**src/rtl/checkpoint_alloc_ctrl.sv**
```systemverilog
// ---------------------------------------------------------------------------
// checkpoint_alloc_ctrl
//
// Allocation controller for the rename checkpoint array. Slots are handed out
// in age order from a circular buffer (tail = youngest, head = oldest). The
// oldest slot is freed when its branch retires. A mispredict rolls the tail
// back to the mispredicted branch's slot and issues a one-cycle restore
// command to the checkpoint array / map table.
//
// Ports:
//   CLK, RST              clock, synchronous active-high reset
//   save_valid/rob_index  rename requests a checkpoint for a branch
//   save_ready            a free slot exists
//   save_index            slot granted (tail index)
//   save_fire             write-enable to the array at save_index
//   restore_valid/index   mispredict restore request and target slot
//   restore_fire          registered restore command (1-cycle pulse)
//   restore_read_index    slot the array must read for the restore
//   restore_error         registered pulse: last restore hit a non-live slot
//   free_valid/index      retire frees the oldest checkpoint
//   head_index            oldest live slot
//   head_rob_index        ROB index stored in the head slot (stale if empty)
//   checkpoint_count      number of live slots
//   checkpoint_scarce     free slots at or below CHECKPOINT_THRESHOLD
// ---------------------------------------------------------------------------
module checkpoint_alloc_ctrl #(
    parameter int CHECKPOINT_COUNT       = 8,
    parameter int CHECKPOINT_INDEX_WIDTH = 3,
    parameter int CHECKPOINT_THRESHOLD   = 3,
    parameter int LOG_ROB_ENTRIES        = 7
) (
    input  logic                              CLK,
    input  logic                              RST,
    input  logic                              save_valid,
    input  logic [LOG_ROB_ENTRIES-1:0]        save_rob_index,
    output logic                              save_ready,
    output logic [CHECKPOINT_INDEX_WIDTH-1:0] save_index,
    output logic                              save_fire,
    input  logic                              restore_valid,
    input  logic [CHECKPOINT_INDEX_WIDTH-1:0] restore_index,
    output logic                              restore_fire,
    output logic [CHECKPOINT_INDEX_WIDTH-1:0] restore_read_index,
    output logic                              restore_error,
    input  logic                              free_valid,
    input  logic [CHECKPOINT_INDEX_WIDTH-1:0] free_index,
    output logic [CHECKPOINT_INDEX_WIDTH-1:0] head_index,
    output logic [LOG_ROB_ENTRIES-1:0]        head_rob_index,
    output logic [CHECKPOINT_INDEX_WIDTH:0]   checkpoint_count,
    output logic                              checkpoint_scarce
);

    localparam int PW = CHECKPOINT_INDEX_WIDTH + 1;
    localparam logic [PW-1:0] FULL_COUNT   = PW'(CHECKPOINT_COUNT);
    localparam logic [PW-1:0] SCARCE_LIMIT = PW'(CHECKPOINT_THRESHOLD);
    localparam logic [PW-1:0] PTR_ONE      = {{(PW-1){1'b0}}, 1'b1};
    localparam logic [PW-1:0] PTR_ZERO     = {PW{1'b0}};

    // Pointers carry an extra wrap bit so full and empty are distinguishable.
    logic [PW-1:0]                     head_ptr_r;
    logic [PW-1:0]                     tail_ptr_r;
    logic [PW-1:0]                     head_ptr_next_s;
    logic [PW-1:0]                     tail_ptr_next_s;
    logic [PW-1:0]                     count_s;
    logic [PW-1:0]                     free_slots_s;
    logic [CHECKPOINT_INDEX_WIDTH-1:0] age_s;
    logic                              restore_accept_s;
    logic                              free_fire_s;
    logic                              restore_fire_r;
    logic                              restore_error_r;
    logic [CHECKPOINT_INDEX_WIDTH-1:0] restore_read_index_r;
    logic [LOG_ROB_ENTRIES-1:0]        rob_index_array_r [CHECKPOINT_COUNT];

    assign count_s      = tail_ptr_r - head_ptr_r;
    assign free_slots_s = FULL_COUNT - count_s;
    assign save_index   = tail_ptr_r[CHECKPOINT_INDEX_WIDTH-1:0];
    assign head_index   = head_ptr_r[CHECKPOINT_INDEX_WIDTH-1:0];

    // save_ready deliberately ignores restore_valid; the restore only gates save_fire.
    assign save_ready  = (count_s != FULL_COUNT);
    assign save_fire   = save_valid & save_ready & ~restore_valid;
    assign free_fire_s = free_valid & (count_s != PTR_ZERO) & (free_index == head_index);

    // Age of the restore target relative to the oldest slot; live iff age < count.
    assign age_s            = restore_index - head_index;
    assign restore_accept_s = restore_valid & ({1'b0, age_s} < count_s);

    assign checkpoint_count   = count_s;
    assign checkpoint_scarce  = (free_slots_s <= SCARCE_LIMIT);
    assign head_rob_index     = rob_index_array_r[head_index];
    assign restore_fire       = restore_fire_r;
    assign restore_error      = restore_error_r;
    assign restore_read_index = restore_read_index_r;

    // Next-pointer selection: an accepted restore overrides any save.
    always_comb begin
        head_ptr_next_s = head_ptr_r;
        tail_ptr_next_s = tail_ptr_r;
        if (restore_accept_s) begin
            // Tail is based on the old head; a same-cycle free of the restored
            // slot itself (age 0) is dropped so the result is simply empty.
            tail_ptr_next_s = head_ptr_r + {1'b0, age_s};
            if (free_fire_s && (age_s != {CHECKPOINT_INDEX_WIDTH{1'b0}})) begin
                head_ptr_next_s = head_ptr_r + PTR_ONE;
            end else begin
                head_ptr_next_s = head_ptr_r;
            end
        end else begin
            if (free_fire_s) begin
                head_ptr_next_s = head_ptr_r + PTR_ONE;
            end else begin
                head_ptr_next_s = head_ptr_r;
            end
            if (save_fire) begin
                tail_ptr_next_s = tail_ptr_r + PTR_ONE;
            end else begin
                tail_ptr_next_s = tail_ptr_r;
            end
        end
    end

    // Pointer registers.
    always_ff @(posedge CLK) begin
        if (RST) begin
            head_ptr_r <= PTR_ZERO;
            tail_ptr_r <= PTR_ZERO;
        end else begin
            head_ptr_r <= head_ptr_next_s;
            tail_ptr_r <= tail_ptr_next_s;
        end
    end

    // ROB index captured per slot when a checkpoint is granted.
    always_ff @(posedge CLK) begin
        if (RST) begin
            for (int i = 0; i < CHECKPOINT_COUNT; i++) begin
                rob_index_array_r[i] <= {LOG_ROB_ENTRIES{1'b0}};
            end
        end else if (save_fire) begin
            rob_index_array_r[save_index] <= save_rob_index;
        end
    end

    // Registered restore command and error pulses; reset cancels a pending pulse.
    always_ff @(posedge CLK) begin
        if (RST) begin
            restore_fire_r       <= 1'b0;
            restore_error_r      <= 1'b0;
            restore_read_index_r <= {CHECKPOINT_INDEX_WIDTH{1'b0}};
        end else begin
            restore_fire_r  <= restore_accept_s;
            restore_error_r <= restore_valid & ~restore_accept_s;
            if (restore_accept_s) begin
                restore_read_index_r <= restore_index;
            end
        end
    end

endmodule

```
**config.mk**
```make
export PLATFORM = sky130hd
export DESIGN_NAME = checkpoint_alloc_ctrl
export DESIGN_NICKNAME = d
export VERILOG_FILES = /design/src/rtl/checkpoint_alloc_ctrl.sv
export SDC_FILE = /design/constraint.sdc
export NUM_CORES = 1
export LEC_CHECK = 0
export BUFFER_PORTS_ARGS = -buffer_cell sky130_fd_sc_hd__clkbuf_2
export CAP_MARGIN = 25
export CORE_MARGIN = 3
export CORE_UTILIZATION = 45
export DETAILED_ROUTE_END_ITERATION = 6
export PLACE_DENSITY = 0.67
export REMOVE_ABC_BUFFERS = 1
export SLEW_MARGIN = 10
export SYNTH_ARGS = -nofsm -noshare
export SYNTH_HDL_FRONTEND = slang
export SYNTH_SLANG_ARGS = --single-unit
```
**constraint.sdc**
```tcl
create_clock -name CLK -period 4 [get_ports CLK]
set_input_delay 0.8 -clock CLK [delete_from_list [all_inputs] [get_ports CLK]]
set_output_delay 0.8 -clock CLK [all_outputs]
set_load 0.02 [all_outputs]
```
==> results.ini, run 1 <==
[sta]
fin_skew_ns = 0.00975
whs_ns = 0.461
finalMaxSlewViolations = 0
setup_viol = 0
tightestPinTransition_ns = 0.703
hold_viol = 0
fin_tns_setup_ns = 0
max_freq_ghz = 0.296
slew_headroom = 0.530
grt_setup_unrepaired = no
fin_crit_sh = 0.846
min_period_ns = 3.38
setup_ws_ns = 0.617

[routing]
ant_nets = 0
route.detailed.drc = 0
wl_per_cell_um = 18.8
first_pass_iters = 4
initialDrtViolationCount = 142
routed_wl_mm = 8.84
vias = 2625
avgViaCountPerCell = 5.60

[critical_path]
critical-path-slowest-cell = dfxtp_1
reg2reg_setup_slack_ns = 0.67
reg2regPathDepth = 13
cp.required_ns = 3.20
worst-path-buf-inv = 3
critPathMaxStageDelay_ns = 0.44
cp-start-kind = register
path_depth = 9
crit_path_end_kind = output port
cp_max_fo = 8
cp_cell_sequence = inv_1, ha_1, fa_1, xor2_2, nand3_2, a21oi_4, inv_2, nand2_1, clkbuf_2
path_class = register to output port
crit_family = adder cells
r2r-start = head_ptr_r[0]
arrival_ns = 2.58
regToRegEndpoint = head_ptr_r[2]

[synthesis]
synth_area_leaders = edfxtp_1, dfxtp_1, mux4_2
netlist_area_sq_mm = 0.00376
syn_inst = 311
ys_seq_area_frac = 0.533
netlist.area_leader.share = 0.447
synth_edf_count = 56
async_reset_ff_frac = 0
synth.distinct_cells = 58
ys.flop_type = edfxtp_1
synth-seq-cells = 72
yosysWarnings = 0
yosysTopAreaCell = edfxtp_1
syn_avg_cell_area_sq_um = 12.1

[placed_design]
postPlaceCellArea_sq_mm = 0.00410
hpwlAfterDp_mm = 6.36
gp_congestion = 0.934
port_buffers = 42
place_ws_ns = 0.382

[clock_tree]
htree_levels = 3
clk_pin_slew_ns = 0.08
numCtsBuffers = 9
clock-sinks = 72
cts_hold_buf = 0
cts_tree = yes
root_buffer = clkbuf_8
max-clock-path-buffers = 2
post_cts_buffers = 0
cts_resized = 0
clk_latency_ns = 0.34

[final_layout]
area_growth_pct = 14.3
mostFrequentLayoutCell = edfxtp_1
fin_area_sq_mm = 0.00430
drive_gt1_frac = 0.311
fillers = 704
diodes = 0
mostFrequentLayoutCells = edfxtp_1, nor2_1, clkbuf_2
fin_nets = 393

[global_route]
grt_pass1_vias = 2743
grt_pass1_wl_mm = 14.0
antenna_found_initial = 0
grt-ovfl-total = 0
grt_usage = 0.190
grt_max_degree = 19

[floorplanning]
chipHeight_um = 97.4
num_rows = 32
fp.dieArea_sq_mm = 0.00948
die_x_um = 97.4
coreArea_sq_mm = 0.00793
start_util = 0.474
ios = 43

[pwr]
seq_power_share = 0.405
pwr-share-clk = 0.240
leakagePower_uw = 0.00168
p_comb_frac = 0.355
power.density_mw_per_mm2 = 528
vdd_drop_max_v = 0.000465
p_int_uw = 1390
sw_frac_of_total = 0.386
p_switching_uw = 875

[run]
drv_cap = 0

[min_path]
hold_path_end = restore_read_index[0]
min_path_cells = 2
hold_class = register to register
hold_start = restore_read_index[0]

[outcome]
run_status = finished clean

[worst reg2reg max path, cell delays in order, from the launching register on]
cell and delay, ns:
dfxtp_1 0.45, buf_4 0.21, ha_1 0.22, inv_1 0.07, fa_1 0.41, xnor2_1 0.21, xnor2_1 0.15, ha_1 0.29
o21ai_0 0.10, o21bai_1 0.20, a31oi_1 0.10, buf_4 0.19, a211oi_2 0.25, mux2_2 0.37
[through the flow]
stage | power, uW | cells | util
global route | 2390 | 469 | 0.542
global placement | 1730 | 449 | 0.516
floorplan | 1470 | 293 | -
CTS | 2280 | 467 | 0.541
finish | 2270 | 469 | 0.542
detailed placement | 1740 | 451 | 0.517
[registers in the layout, summed over array words and instances, names as in the netlist, named ones only]
name / count
head_ptr_r: 4
restore_error: 1
restore_fire: 1
restore_read_index: 3
rob_index_array_r: 56
tail_ptr_r: 4
[cells in the mapped netlist, drive strengths merged, types with 6 or more instances]
library cell  count
clkbuf            6
inv              14
and2             14
nand3             6
xnor2             7
a21oi             9
mux2             12
ha               10
dfxtp            16
nor2             50
o21ai             7
mux4             14
edfxtp           56
nand2            27
buf              12
[cell type report]
type                            count  area [sq um]  share of cell area
Timing Repair Buffer               58           323              0.0751
Inverter                           14          52.6              0.0122
Tap cell                          102           128              0.0297
Sequential cell                    72          2000               0.466
Clock buffer                        9           124              0.0288
Multi-Input combinational cell    207          1610               0.374
Clock inverter                      7          62.6              0.0146
[layer usage]
metal | GRT usage | vias to the layer above | wire length [um]
met4 | 0.0692 | 0 | 175
met5 | 0 | - | 0
met3 | 0.0380 | 14 | 642
li1 | - | 1225 | -
met2 | 0.323 | 100 | 4500
met1 | 0.240 | 1286 | 3520
[how the worst max path moves through the flow]
stage          slack [ns]                 endpoint        startpoint
2_1_floorplan        0.50                 register  restore_index[0]
3_3_place_gp         0.44            head_ptr_r[3]  restore_index[0]
3_5_place_dp         0.38            head_ptr_r[0]  restore_index[0]
4_1_cts              0.61  rob_index_array_r[2][1]     tail_ptr_r[0]
5_1_grt              0.44        checkpoint_scarce     tail_ptr_r[0]
6_report             0.62        checkpoint_scarce     tail_ptr_r[0]
[power groups by stage]
| stage | clock network [uW] | registers (uW) | logic, uW |
|---|---|---|---|
| 6_report | 544 | 918 | 807 |
| 4_1_cts | 554 | 919 | 805 |
| 3_3_place_gp | 0 | 931 | 801 |
| 3_5_place_dp | 0 | 936 | 801 |
| 5_1_grt | 588 | 926 | 879 |
| 2_1_floorplan | 0 | 970 | 500 |
[logic make-up after synthesis]
family | Yosys count | synth area share
AOI/OAI and AO/OA | 40 | 0.0829
xor gates and xnor gates | 10 | 0.0253
adders and majority gates | 13 | 0.0493
buffers and inverters | 32 | 0.0403
DFF | 72 | 0.533
muxes | 28 | 0.125
and+or+nand+nor | 116 | 0.144
Power figures use the tool's default switching activity.
==> inputs of run 2 (changes only) <==
==> constraint.sdc (replaced) <==
create_clock -name CLK -period 3.2 [get_ports CLK]
set_input_delay 0.64 -clock CLK [delete_from_list [all_inputs] [get_ports CLK]]
set_output_delay 0.64 -clock CLK [all_outputs]
set_load 0.02 [all_outputs]
==> results.ini, run 2 (synthesized netlist as in run 1, its figures left out) <==
[clock_tree]
htree_levels = 3
clk_latency_ns = 0.33
clk_pin_slew_ns = 0.08
max-clock-path-buffers = 2
root_buffer = clkbuf_8
numCtsBuffers = 9
cts_hold_buf = 0
cts_tree = yes
clock-sinks = 72

[routing]
vias = 2652
top_layer = met4
met1_length_mm = 3.48
routed_wl_mm = 8.56
met2_length_mm = 4.36
wl_met3_um = 484
route.detailed.drc = 0
wl_per_cell_um = 17.7
avgViaCountPerCell = 5.48
ant_nets = 0
first_pass_iters = 4
initialDrtViolationCount = 114

[global_route]
antenna_found_initial = 0
grt_pass1_wl_mm = 13.8
grt_usage = 0.188
grt-ovfl-total = 0
grt_max_degree = 19
grt_pass1_vias = 2765

[floorplanning]
die_x_um = 97.4
ios = 43
start_util = 0.474
chipHeight_um = 97.4
num_rows = 32
coreArea_sq_mm = 0.00793
fp.dieArea_sq_mm = 0.00948

[placed_design]
hpwlAfterDp_mm = 6.32
dp_cells = 465
gp_congestion = 0.903
place_ws_ns = -0.0775
postPlaceCellArea_sq_mm = 0.00421
port_buffers = 42

[pwr]
fin_total_pwr_uw = 3020
power.density_mw_per_mm2 = 677
leakagePower_uw = 0.00178
vdd_drop_max_v = 0.000484

[sta]
finalMaxSlewViolations = 0
fin_skew_ns = 0.00676
whs_ns = 0.462
setup_viol = 0
setup_ws_ns = 0.182
fin_crit_sh = 0.943
slew_headroom = 0.491
tightestPinTransition_ns = 0.763
grt_setup_unrepaired = no
max_freq_ghz = 0.331
hold_viol = 0
min_period_ns = 3.02

[final_layout]
instances_no_fill = 484
mostFrequentLayoutCell = edfxtp_1
largest_reg_flops = 56
top_register = rob_index_array_r
top_regs = rob_index_array_r: 56 flops, head_ptr_r: 4 flops, tail_ptr_r: 4 flops
mostFrequentLayoutCells = edfxtp_1, nor2_1, clkbuf_2
fin_area_sq_mm = 0.00446
drive_gt1_frac = 0.346
diodes = 0
fin_nets = 408
area_growth_pct = 18.7

[critical_path]
path_class = register to output port
cp_max_fo = 6
arrival_ns = 2.38
crit_path_end_kind = output port
cp-start-kind = register
cp.required_ns = 2.56

[run]
drv_cap = 0

[min_path]
hold_class = register to register

[outcome]
run_status = finished clean

[run 2: critical path: stages, from the launching register on]
cell	delay, ns
dfxtp_2	0.36
buf_4	0.15
ha_1	0.23
fa_2	0.37
xor2_2	0.18
nand3_2	0.13
a21oi_4	0.06
nor2_1	0.33
clkbuf_2	0.24
[run 2: power by group]
part	internal [uW]	switching, uW	total (uW)
registers	1100	48.9	1140
logic	419	671	1090
clock network	461	326	787
total	1980	1050	3020
[run 2: path summary, 6_finish.rpt]
check | start | endpoint | slack (ns) | cells past startpoint
hold reg to reg | restore_read_index[1] | restore_read_index[1] | 0.46 | 2
setup / recovery | head_ptr_r[0] | save_fire | 0.18 | 8
setup reg to reg | head_ptr_r[0] | head_ptr_r[2] | 0.29 | 12
hold / removal | restore_read_index[1] | restore_read_index[1] | 0.46 | 2
[run 2: final cells by class]
cell class / count / area [sq um]
Fill cell: 692 / 3470
Sequential cell: 72 / 2000
Multi-Input combinational cell: 207 / 1610
Timing Repair Buffer: 73 / 443
Clock buffer: 11 / 141
Tap cell: 102 / 128
Clock inverter: 5 / 80.1
Inverter: 14 / 52.6
[run 2: routing by layer]
| layer | GRT usage | vias up |
|---|---|---|
| met5 | 0 | - |
| li1 | - | 1263 |
| met3 | 0.0280 | 20 |
| met1 | 0.238 | 1262 |
| met2 | 0.311 | 107 |
| met4 | 0.0969 | 0 |
[run 2: per-stage QoR]
step / util / setup TNS (ns)
floorplan: - / -2.95
global placement: 0.531 / 0
detailed placement: 0.531 / -0.375
CTS: 0.560 / 0
global route: 0.563 / 0
finish: 0.563 / 0
[run 2: repair_timing]
item,in CTS,in global routing
endpoints found under the setup margin,1,13
buffers inserted,1,2
resized for setup,0,4
==> inputs of run 3 (changes only) <==
--- a/config.mk
+++ b/config.mk
@@ -5,12 +5,12 @@
 export SDC_FILE = /design/constraint.sdc
 export NUM_CORES = 1
 export LEC_CHECK = 0
-export BUFFER_PORTS_ARGS = -buffer_cell sky130_fd_sc_hd__clkbuf_2
 export CAP_MARGIN = 25
 export CORE_MARGIN = 3
 export CORE_UTILIZATION = 45
 export DETAILED_ROUTE_END_ITERATION = 6
-export PLACE_DENSITY = 0.67
+export DONT_BUFFER_PORTS = 1
+export PLACE_DENSITY = 0.63
 export REMOVE_ABC_BUFFERS = 1
 export SLEW_MARGIN = 10
 export SYNTH_ARGS = -nofsm -noshare
==> results.ini, run 3 (synthesized netlist as in run 1, its figures left out) <==
[outcome]
run_status = finished clean

[sta]
tightestPinTransition_ns = 0.757
finalMaxSlewViolations = 0
min_period_ns = 3.06
fin_tns_setup_ns = 0
fin_skew_ns = 0.00758
hold_viol = 0
grt_setup_unrepaired = no
max_freq_ghz = 0.327
setup_viol = 0
slew_headroom = 0.495
fin_crit_sh = 0.956

[floorplanning]
num_rows = 32
ios = 43
chipHeight_um = 97.4
coreArea_sq_mm = 0.00793
start_util = 0.474
die_x_um = 97.4
fp.dieArea_sq_mm = 0.00948

[critical_path]
path_depth = 9
critPathMaxStageDelay_ns = 0.41
crit_family = adder cells
crit_path_end_kind = output port
arrival_ns = 2.42
path_class = register to output port
critical-path-slowest-cell = fa_1
worst-path-buf-inv = 3
cp_cell_sequence = inv_1, ha_1, fa_1, xor2_2, nand3_2, a21oi_4, inv_2, buf_4, nand2_1
cp-start-kind = register
cp_max_fo = 7
reg2regPathDepth = 11
cp.required_ns = 2.56

[final_layout]
top_register = rob_index_array_r
post-route-util = 0.525
area_growth_pct = 10.7
mostFrequentLayoutCells = edfxtp_1, nor2_1, nand2_1
fin_nets = 361
fin_area_sq_mm = 0.00416
diodes = 0
top_regs = rob_index_array_r: 56 flops, head_ptr_r: 4 flops, tail_ptr_r: 4 flops
largest_reg_flops = 56
mostFrequentLayoutCell = edfxtp_1
fillers = 711
instances_no_fill = 436
drive_gt1_frac = 0.249

[clock_tree]
max-clock-path-buffers = 2
clock-sinks = 72
clk_pin_slew_ns = 0.07
clk_latency_ns = 0.35
cts_tree = yes
numCtsBuffers = 9
cts_hold_buf = 0
htree_levels = 3
root_buffer = clkbuf_8
post_cts_buffers = 0

[pwr]
vdd_drop_max_v = 0.000302
sw_frac_of_total = 0.379
seq_power_share = 0.423
leakagePower_uw = 0.00154
p_int_uw = 1700
fin_total_pwr_uw = 2750
p_comb_frac = 0.358
pwr-share-clk = 0.219
power.density_mw_per_mm2 = 660
p_switching_uw = 1040

[routing]
ant_nets = 0
avgViaCountPerCell = 5.71
initialDrtViolationCount = 128
first_pass_iters = 4
routed_wl_mm = 9.07
wl_per_cell_um = 20.8
route.detailed.drc = 0
vias = 2488

[run]
drv_cap = 0

[placed_design]
port_buffers = 0
hpwlAfterDp_mm = 6.56
postPlaceCellArea_sq_mm = 0.00398
dp_cells = 421
gp_congestion = 0.847

[min_path]
min_path_cells = 1
hold_class = input pin to register

[global_route]
grt_pass1_wl_mm = 14.0
antenna_found_initial = 0
grt_pass1_vias = 2593
grt_max_degree = 20
grt_usage = 0.197
grt-ovfl-total = 0

run 3: power groups by stage:
stage                     Sequential [uW]  Clock, uW  Combinational [uW]
final                                1160        602                 984
after global routing                 1170        660                1060
after CTS                            1160        618                 971
after detailed placement             1180          0                 960
after global placement               1180          0                 947
after floorplan                      1210          0                 625
run 3: layout make-up:
class	instances	area (sq um)	share of cell area
Sequential cell	72	2000	0.481
Timing Repair Buffer	26	195	0.0469
Inverter	14	52.6	0.0126
Multi-Input combinational cell	207	1620	0.390
Clock buffer	9	124	0.0298
Tap cell	102	128	0.0307
Clock inverter	6	37.5	0.00902
run 3: through the flow:
| stage | worst slack, ns | hold slack [ns] |
|---|---|---|
| after floorplan | -0.142 | 0.528 |
| after global placement | 0.0524 | 0.541 |
| after detailed placement | 0.000561 | 0.551 |
| after CTS | 0.0199 | 0.342 |
| after global routing | 0.0217 | 0.332 |
| final | 0.139 | 0.356 |
run 3: repair_timing:
| action | CTS | global route |
|---|---|---|
| endpoints found under the hold margin | 0 | 0 |
| setup endpoints to repair | 5 | 14 |
| resized for setup | 1 | 3 |
run 3: metal layers:
metal | global-route usage | vias up | routed length [um] | share of wire
met2 | 0.347 | 84 | 4790 | 0.53
met5 | 0 | - | 0 | 0
met4 | 0.0479 | 0 | 121 | 0.013
li1 | - | 1164 | - | -
met1 | 0.234 | 1228 | 3460 | 0.38
met3 | 0.0639 | 12 | 696 | 0.077
run 3: path summary, 6_finish.rpt:
path,start,end,slack (ns)
worst min register to register,restore_read_index[2],restore_read_index[2],0.56
worst min-delay path,RST,restore_read_index[1],0.36
worst max-delay path,tail_ptr_r[0],checkpoint_scarce,0.14
worst max register to register,tail_ptr_r[0],rob_index_array_r[0][6],0.15
